**src/rtl/arq_frame_sender.sv**
```systemverilog
// Packs a byte stream into F6 28 + payload + CRC-8 frames, sends them 8N1 and optionally waits for ACK.
// Build macro SENDER_CORRUPT_EN adds i_corrupt_en, which flips bit 0 of payload[0] on a frame's first send.
module arq_frame_sender #(
  parameter int unsigned CLK_DIV     = 868,
  parameter int unsigned PYLD_LEN    = 16,
  parameter int unsigned MAX_RETRY   = 3,
  parameter int unsigned TIMEOUT_CYC = 1000000
) (
  input  logic       i_clk,
  input  logic       i_rst,
  input  logic [7:0] i_pyld_data,
  input  logic       i_pyld_data_valid,
  output logic       o_pyld_data_req,
  input  logic       i_arq_en,
`ifdef SENDER_CORRUPT_EN
  input  logic       i_corrupt_en,
`endif
  output logic [7:0] o_crc_val,
  output logic       o_otn_rx_data,
  input  logic       i_otn_tx_ack,
  output logic       o_send_complete,
  output logic       o_retrans_req,
  output logic       o_fail
);

  localparam int unsigned CNT_W  = $clog2(CLK_DIV);
  localparam int unsigned BYTE_W = $clog2(PYLD_LEN + 3);
  localparam int unsigned TO_W   = $clog2(TIMEOUT_CYC + 1);
  localparam int unsigned IDX_W  = (PYLD_LEN > 1) ? $clog2(PYLD_LEN) : 1;
  localparam int unsigned BUF_D  = 2 ** IDX_W;

  localparam logic [1:0] S_IDLE = 2'd0;
  localparam logic [1:0] S_LOAD = 2'd1;
  localparam logic [1:0] S_SEND = 2'd2;
  localparam logic [1:0] S_WAIT = 2'd3;

  logic [1:0]        state_q, state_n;
  logic [BYTE_W-1:0] byte_idx_q, byte_idx_n;
  logic [3:0]        bit_idx_q, bit_idx_n;
  logic [CNT_W-1:0]  clk_cnt_q, clk_cnt_n;
  logic [TO_W-1:0]   to_cnt_q, to_cnt_n;
  logic [3:0]        retry_q, retry_n;
  logic              arq_q, arq_n;
  logic [7:0]        crc_acc_q, crc_acc_n;
  logic [7:0]        crc_val_n;
  logic              line_n, done_n, retrans_n, fail_n;
  logic              ack_s1_q, ack_s2_q, ack_d_q;
  logic              ack_edge_c, wr_en_c;
  logic [7:0]        tx_byte_c;
  logic [7:0]        buf_q [0:BUF_D-1];
`ifdef SENDER_CORRUPT_EN
  logic              corrupt_q, corrupt_n;
`endif

  function automatic logic [7:0] crc8_byte(input logic [7:0] crc, input logic [7:0] data);
    logic [7:0] c;
    c = crc ^ data;
    for (int i = 0; i < 8; i++) c = c[7] ? ((c << 1) ^ 8'h07) : (c << 1);
    return c;
  endfunction

  assign ack_edge_c = ack_s2_q & ~ack_d_q;

  // Byte currently on the wire: FAS, buffered payload, then the latched CRC
  always_comb begin
    tx_byte_c = o_crc_val;
    if (byte_idx_q == BYTE_W'(0))                 tx_byte_c = 8'hF6;
    else if (byte_idx_q == BYTE_W'(1))            tx_byte_c = 8'h28;
    else if (byte_idx_q < BYTE_W'(PYLD_LEN + 2))  tx_byte_c = buf_q[IDX_W'(byte_idx_q - BYTE_W'(2))];
`ifdef SENDER_CORRUPT_EN
    if (corrupt_q && byte_idx_q == BYTE_W'(2)) tx_byte_c[0] = ~tx_byte_c[0];
`endif
  end

  always_comb begin
    state_n    = state_q;
    byte_idx_n = byte_idx_q;
    bit_idx_n  = bit_idx_q;
    clk_cnt_n  = clk_cnt_q;
    to_cnt_n   = to_cnt_q;
    retry_n    = retry_q;
    arq_n      = arq_q;
    crc_acc_n  = crc_acc_q;
    crc_val_n  = o_crc_val;
    line_n     = o_otn_rx_data;
    done_n     = 1'b0;
    retrans_n  = 1'b0;
    fail_n     = 1'b0;
    wr_en_c    = 1'b0;
`ifdef SENDER_CORRUPT_EN
    corrupt_n  = corrupt_q;
`endif
    case (state_q)
      S_IDLE: begin
        if (i_pyld_data_valid) begin
          state_n    = S_LOAD;
          arq_n      = i_arq_en;
          retry_n    = '0;
          crc_acc_n  = '0;
          byte_idx_n = '0;
        end
      end
      S_LOAD: begin
        if (i_pyld_data_valid) begin
          wr_en_c   = 1'b1;
          crc_acc_n = crc8_byte(crc_acc_q, i_pyld_data);
          if (byte_idx_q == BYTE_W'(PYLD_LEN - 1)) begin
            crc_val_n  = crc8_byte(crc_acc_q, i_pyld_data);
            state_n    = S_SEND;
            byte_idx_n = '0;
            bit_idx_n  = '0;
            clk_cnt_n  = '0;
            line_n     = 1'b0;
`ifdef SENDER_CORRUPT_EN
            corrupt_n  = i_corrupt_en;
`endif
          end else begin
            byte_idx_n = byte_idx_q + BYTE_W'(1);
          end
        end
      end
      S_SEND: begin
        if (clk_cnt_q == CNT_W'(CLK_DIV - 1)) begin
          clk_cnt_n = '0;
          if (bit_idx_q == 4'd9) begin
            bit_idx_n = '0;
            if (byte_idx_q == BYTE_W'(PYLD_LEN + 2)) begin
              byte_idx_n = '0;
              line_n     = 1'b1;
`ifdef SENDER_CORRUPT_EN
              corrupt_n  = 1'b0;
`endif
              if (arq_q) begin
                state_n  = S_WAIT;
                to_cnt_n = '0;
              end else begin
                state_n = S_IDLE;
                done_n  = 1'b1;
              end
            end else begin
              byte_idx_n = byte_idx_q + BYTE_W'(1);
              line_n     = 1'b0;
            end
          end else begin
            bit_idx_n = bit_idx_q + 4'd1;
            line_n    = (bit_idx_q < 4'd8) ? tx_byte_c[bit_idx_q[2:0]] : 1'b1;
          end
        end else begin
          clk_cnt_n = clk_cnt_q + CNT_W'(1);
        end
      end
      default: begin
        // ACK wins over a timeout expiring in the same cycle
        if (ack_edge_c) begin
          state_n  = S_IDLE;
          done_n   = 1'b1;
          to_cnt_n = '0;
        end else if (to_cnt_q == TO_W'(TIMEOUT_CYC - 1)) begin
          to_cnt_n = '0;
          if (retry_q < 4'(MAX_RETRY)) begin
            retry_n    = retry_q + 4'd1;
            retrans_n  = 1'b1;
            state_n    = S_SEND;
            byte_idx_n = '0;
            bit_idx_n  = '0;
            clk_cnt_n  = '0;
            line_n     = 1'b0;
          end else begin
            fail_n  = 1'b1;
            state_n = S_IDLE;
          end
        end else begin
          to_cnt_n = to_cnt_q + TO_W'(1);
        end
      end
    endcase
  end

  always_ff @(posedge i_clk or posedge i_rst) begin
    if (i_rst) begin
      state_q         <= S_IDLE;
      byte_idx_q      <= '0;
      bit_idx_q       <= '0;
      clk_cnt_q       <= '0;
      to_cnt_q        <= '0;
      retry_q         <= '0;
      arq_q           <= 1'b0;
      crc_acc_q       <= '0;
      o_crc_val       <= '0;
      o_otn_rx_data   <= 1'b1;
      o_pyld_data_req <= 1'b0;
      o_send_complete <= 1'b0;
      o_retrans_req   <= 1'b0;
      o_fail          <= 1'b0;
      ack_s1_q        <= 1'b0;
      ack_s2_q        <= 1'b0;
      ack_d_q         <= 1'b0;
`ifdef SENDER_CORRUPT_EN
      corrupt_q       <= 1'b0;
`endif
    end else begin
      state_q         <= state_n;
      byte_idx_q      <= byte_idx_n;
      bit_idx_q       <= bit_idx_n;
      clk_cnt_q       <= clk_cnt_n;
      to_cnt_q        <= to_cnt_n;
      retry_q         <= retry_n;
      arq_q           <= arq_n;
      crc_acc_q       <= crc_acc_n;
      o_crc_val       <= crc_val_n;
      o_otn_rx_data   <= line_n;
      o_pyld_data_req <= (state_n == S_LOAD);
      o_send_complete <= done_n;
      o_retrans_req   <= retrans_n;
      o_fail          <= fail_n;
      ack_s1_q        <= i_otn_tx_ack;
      ack_s2_q        <= ack_s1_q;
      ack_d_q         <= ack_s2_q;
`ifdef SENDER_CORRUPT_EN
      corrupt_q       <= corrupt_n;
`endif
    end
  end

  // Retransmit buffer; contents are only meaningful after a full load
  always_ff @(posedge i_clk) begin
    if (wr_en_c) buf_q[IDX_W'(byte_idx_q)] <= i_pyld_data;
  end

endmodule

```
**config.mk**
```make
export PLATFORM = sky130hd
export DESIGN_NAME = arq_frame_sender
export DESIGN_NICKNAME = d
export VERILOG_FILES = /design/src/rtl/arq_frame_sender.sv
export SDC_FILE = /design/constraint.sdc
export NUM_CORES = 1
export LEC_CHECK = 0
export ABC_AREA = 1
export CAP_MARGIN = 20
export CELL_PAD_IN_SITES_DETAIL_PLACEMENT = 1
export CELL_PAD_IN_SITES_GLOBAL_PLACEMENT = 2
export CORE_ASPECT_RATIO = 1.25
export CORE_MARGIN = 8
export CORE_UTILIZATION = 42
export CTS_BUF_LIST = sky130_fd_sc_hd__clkbuf_4 sky130_fd_sc_hd__clkbuf_8
export DETAILED_ROUTE_END_ITERATION = 8
export PLACE_DENSITY_LB_ADDON = 0.1
export SETUP_SLACK_MARGIN = 0.05
export SKIP_CTS_REPAIR_TIMING = 1
export SLEW_MARGIN = 20
export SYNTH_ARGS = -nofsm -noshare
export SYNTH_HDL_FRONTEND = slang
export SYNTH_SLANG_ARGS = --single-unit
```
**constraint.sdc**
```tcl
create_clock -name i_clk -period 3.08 [get_ports i_clk]
set_input_delay 0.308 -clock i_clk [delete_from_list [all_inputs] [get_ports i_clk]]
set_output_delay 0.308 -clock i_clk [all_outputs]
set_load 0.01 [all_outputs]
```
==> summary.log, run 1 <==
[clock_tree] CTS Sinks 198
[sta] Rel. slew slack 48.5%
[worst_hold_path] kind of path behind the tightest hold check in -> async
[clock_tree] clock tree from TritonCTS yes
[routing] count of nets left with antenna violations after detail routing 0
[floorplan] number of top-level pins 26
[yosys] combinational family with the most area after synthesis simple AND/OR/NAND/NOR gates
[clock_tree] clock root buffer clkbuf_8
[yosys] Primary FF master, synth edfxtp_1
[sta] Final Hold Violating Endpoints 0
[sta] Period Utilization, post-route 89.9%
[yosys] synthesized instance count 947
[yosys] number of flip-flops and latches in the synthesized netlist 198
[routing] vias per std cell 5.31
[sta] number of slew-limit violations in the final report 0
[grt] pin count of the biggest net entering global routing 69
[yosys] Yosys warnings 0
[sta] unrepaired setup endpoints after global routing no
[worst_setup_path] critical path arrival 3150 ps
[floorplan] effective utilization at floorplan 42.2%
[run_status] outcome completed
[finish] fraction of layout instances using a drive strength above 1 9.82%
[finish] commonest cells after routing, fill and taps aside 216 x nand2_1, 128 x edfxtp_1, 100 x nor2_1
[pwr] total power 7.75 mW
[grt] wire length of the first global-routing pass 40,100 µm
[pwr] leakage power 4.18 nW
[routing] number of detailed-route iterations in the first pass 4
[yosys] multiplexer fraction of the synthesized cell area 0.108%
[yosys] count of flip-flops with a built-in enable after synthesis 128
[pwr] relative contribution of combinational cells to total power 36.7%
[worst_setup_path] type of the worst setup path reg -> reg
[yosys] net count of the mapped netlist 977
[grt] antenna violations before repair 0
[finish] leading cell type in the layout, fill and taps excluded nand2_1
[sta] slew at the pin with the worst max-slew slack 773 ps
[clock_tree] maximum number of buffers from clock root to sink 2
[place] number of input and output port buffers inserted 25
[grt] vias in the first global route 7,317
[yosys] number of distinct standard cells referenced by the synthesized netlist 46
[worst_setup_path] standard cell with the maximum stage delay on the critical path dfrtp_1
[routing] number of design rule violations left after detail routing 0
[routing] WL final 25,000 µm
[yosys] Post-Syn Area 9280 µm²
[worst_setup_path] cell family with most CP delay simple AND/OR/NAND/NOR gates
[worst_setup_path] element type at the critical path start flop
[clock_tree] number of buffers created by CTS 17
[pwr] PwrDens 743 nW/µm²
[pwr] switching share of power 40.0%
[sta] Clock Skews 18.4 ps
[place] hpwl dp 17,600 µm
[yosys] Avg Inst Size Synth 9.80 µm²
[floorplan] die area 27,100 µm²
[clock_tree] depth of the CTS H-tree 4
[sta] post-layout minimum cycle time 2770 ps
[worst_setup_path] Critical Path Sink Type flop
[yosys] Post-synth ARST share 35.4%
[grt] overall routing resource usage 19.2%
[yosys] XOR/XNOR Fraction of Synth Area 2.92%
[worst_setup_path] CP Max Fanout 13
[routing] Routed wire per std cell 19.3 µm
[floorplan] die boundary height 182 µm
[yosys] compound-cell area share of the yosys netlist 8.41%
[floorplan] Horiz. Die Dim 149 µm
[grt] routing usage on met1 22.1%
[floorplan] placeable core region 22,000 µm²
[pwr] relative contribution of the clock network to total power 22.6%
[sta] Fmax achieved 361 MHz
[pwr] net load switching power 3.10 mW
[grt] leftover overflow at the end of global routing 0
[sta] final setup fails 0
[floorplan] num rows 61
[worst_setup_path] Buffers & Inverters on Critical Path 1
[pwr] Max VDD drop 0.336 mV
[routing] initial drt markers 351
[pwr] sequential share of power 40.7%
[yosys] adder and majority cell fraction of the synthesized area 2.29%
[worst_setup_path] most frequent cell on the critical path nor2_1
[pwr] cell internal pwr 4.65 mW
[finish] n_diodes 0
[yosys] Post-Synth Simple-Gate Area 20.5%
[finish] Synth-to-Final Area Change 12.3%
[run] max-capacitance violation count 0
[finish] Nets 1,025
[grt] most used routing layer met2
[worst_setup_path] crit path cell chain inv_1 > ha_1 > nor2_1 > nand2_1 > a21oi_1 > nand2_1 > nor2_1 > nand3_1 > nor2_1 > a31o_2 > nor2_1
[grt] grt met3 use 2.75%
[clock_tree] clock-pin slew on the worst setup and hold paths 120 ps
[routing] vias 6,849
[sta] setup TNS 0 ps
[grt] met2 Usage GRT 35.8%
[worst_setup_path] Crit path largest cell delay 450 ps
[worst_setup_path] CP required 3460 ps
[place] RD Place Congestion 0.834
[yosys] sequential fraction of the synthesis area 60.3%
[clock_tree] clock latency at the later pin of the worst-skew pair 490 ps
-- cell type report --
class / count / area, µm²
clock buffer: 18 / 248
clock inverter: 14 / 176
fill: 2499 / 11600
inverter: 91 / 342
multi-input combinational: 627 / 3180
sequential: 198 / 5600
tap: 283 / 354
timing repair buffer: 60 / 526
-- power groups by stage --
stage / registers (mW) / logic (mW) / clock network [mW]
finish: 3.15 / 2.84 / 1.75
detailed placement: 3.21 / 2.90 / 0
global placement: 3.20 / 2.83 / 0
floorplan: 3.18 / 1.99 / 0
global route: 3.18 / 3.18 / 1.87
CTS: 3.16 / 2.91 / 1.80
-- synthesized netlist by cell type, types with 3 or more instances --
| cell type | n | area (µm²) |
|---|---|---|
| inv_1 | 78 | 293 |
| o22ai_1 | 6 | 37.5 |
| ha_1 | 17 | 213 |
| dfrtp_1 | 69 | 1730 |
| nor2_1 | 100 | 375 |
| a31oi_1 | 4 | 25.0 |
| xor2_1 | 11 | 96.3 |
| o21ai_1 | 18 | 90.1 |
| nor4_1 | 3 | 18.8 |
| o21a_1 | 3 | 22.5 |
| nor3_1 | 10 | 50.1 |
| a21oi_1 | 23 | 115 |
| o211ai_1 | 12 | 90.1 |
| nor3_2 | 4 | 40.0 |
| buf_2 | 20 | 100 |
| xnor2_1 | 20 | 175 |
| nand3_1 | 87 | 435 |
| edfxtp_1 | 128 | 3840 |
| nand2_1 | 216 | 811 |
| clkbuf_1 | 7 | 26.3 |
| nand4_1 | 8 | 50.1 |
| o21ai_0 | 60 | 300 |
| inv_2 | 11 | 41.3 |
-- cell families after synthesis --
logic type / after synthesis
buf+inv: 122
xor+xnor: 31
mux: 1
simple gates: 442
compound gates: 136
fa+ha+maj: 17
flops: 198
-- metal layers --
metal,vias to the layer above,routed length (µm)
li1,3286,-
met1,3443,10300
met2,98,13700
met3,22,641
met4,0,357
met5,-,0
-- flip-flops by register name, summed over array words and instances (netlist names) --
register         flops
buf_q              128
to_cnt_q            20
clk_cnt_q           10
crc_acc_q            8
o_crc_val            8
byte_idx_q           5
bit_idx_q            4
retry_q              4
state_q              2
ack_d_q              1
ack_s1_q             1
ack_s2_q             1
arq_q                1
o_fail               1
o_otn_rx_data        1
o_pyld_data_req      1
o_retrans_req        1
o_send_complete      1
-- worst register-to-register path, delay by kind of cell (launching register included) --
kind | cells | cell delay (ps)
simple gates | 7 | 1440
flops | 1 | 450
compound gates | 2 | 370
fa+ha+maj | 1 | 310
buf+inv | 1 | 110
-- stage by stage --
stage | std cells | utilization, % | hold WS, ps | setup slack [ps] | cell area [µm²]
6_report | 1291 | 47.4 | 180 | 310 | 10400
5_1_grt | 1291 | 47.4 | 214 | 66.1 | 10400
4_1_cts | 1291 | 47.4 | 171 | 275 | 10400
3_5_place_dp | 1259 | 45.5 | 359 | 285 | 10000
3_3_place_gp | 1259 | 45.5 | 341 | 412 | 10000
2_1_floorplan | 947 | - | 331 | 768 | 9280
-- path summary, 6_finish.rpt --
check / start / endpoint / slack, ps / cells past startpoint
max: state_q[0] / to_cnt_q[18] / 310 / 11
min reg2reg: ack_s1_q / ack_s2_q / 380 / 0
max in group asynchronous: i_rst / to_cnt_q[0] / 2240 / 3
max reg2reg: state_q[0] / to_cnt_q[18] / 310 / 11
min: i_rst / o_pyld_data_req / 180 / 2
min in group i_clk: i_otn_tx_ack / ack_s1_q / 250 / 1
(Power assumes the default switching activity.)
==> run 2: changes to the inputs <==
--- a/config.mk
+++ b/config.mk
@@ -17,7 +17,6 @@
 export PLACE_DENSITY_LB_ADDON = 0.1
 export SETUP_SLACK_MARGIN = 0.05
 export SKIP_CTS_REPAIR_TIMING = 1
-export SLEW_MARGIN = 20
 export SYNTH_ARGS = -nofsm -noshare
 export SYNTH_HDL_FRONTEND = slang
 export SYNTH_SLANG_ARGS = --single-unit
==> results of run 2 <==
The final DEF is identical to that of run 1; final timing and power are the same.
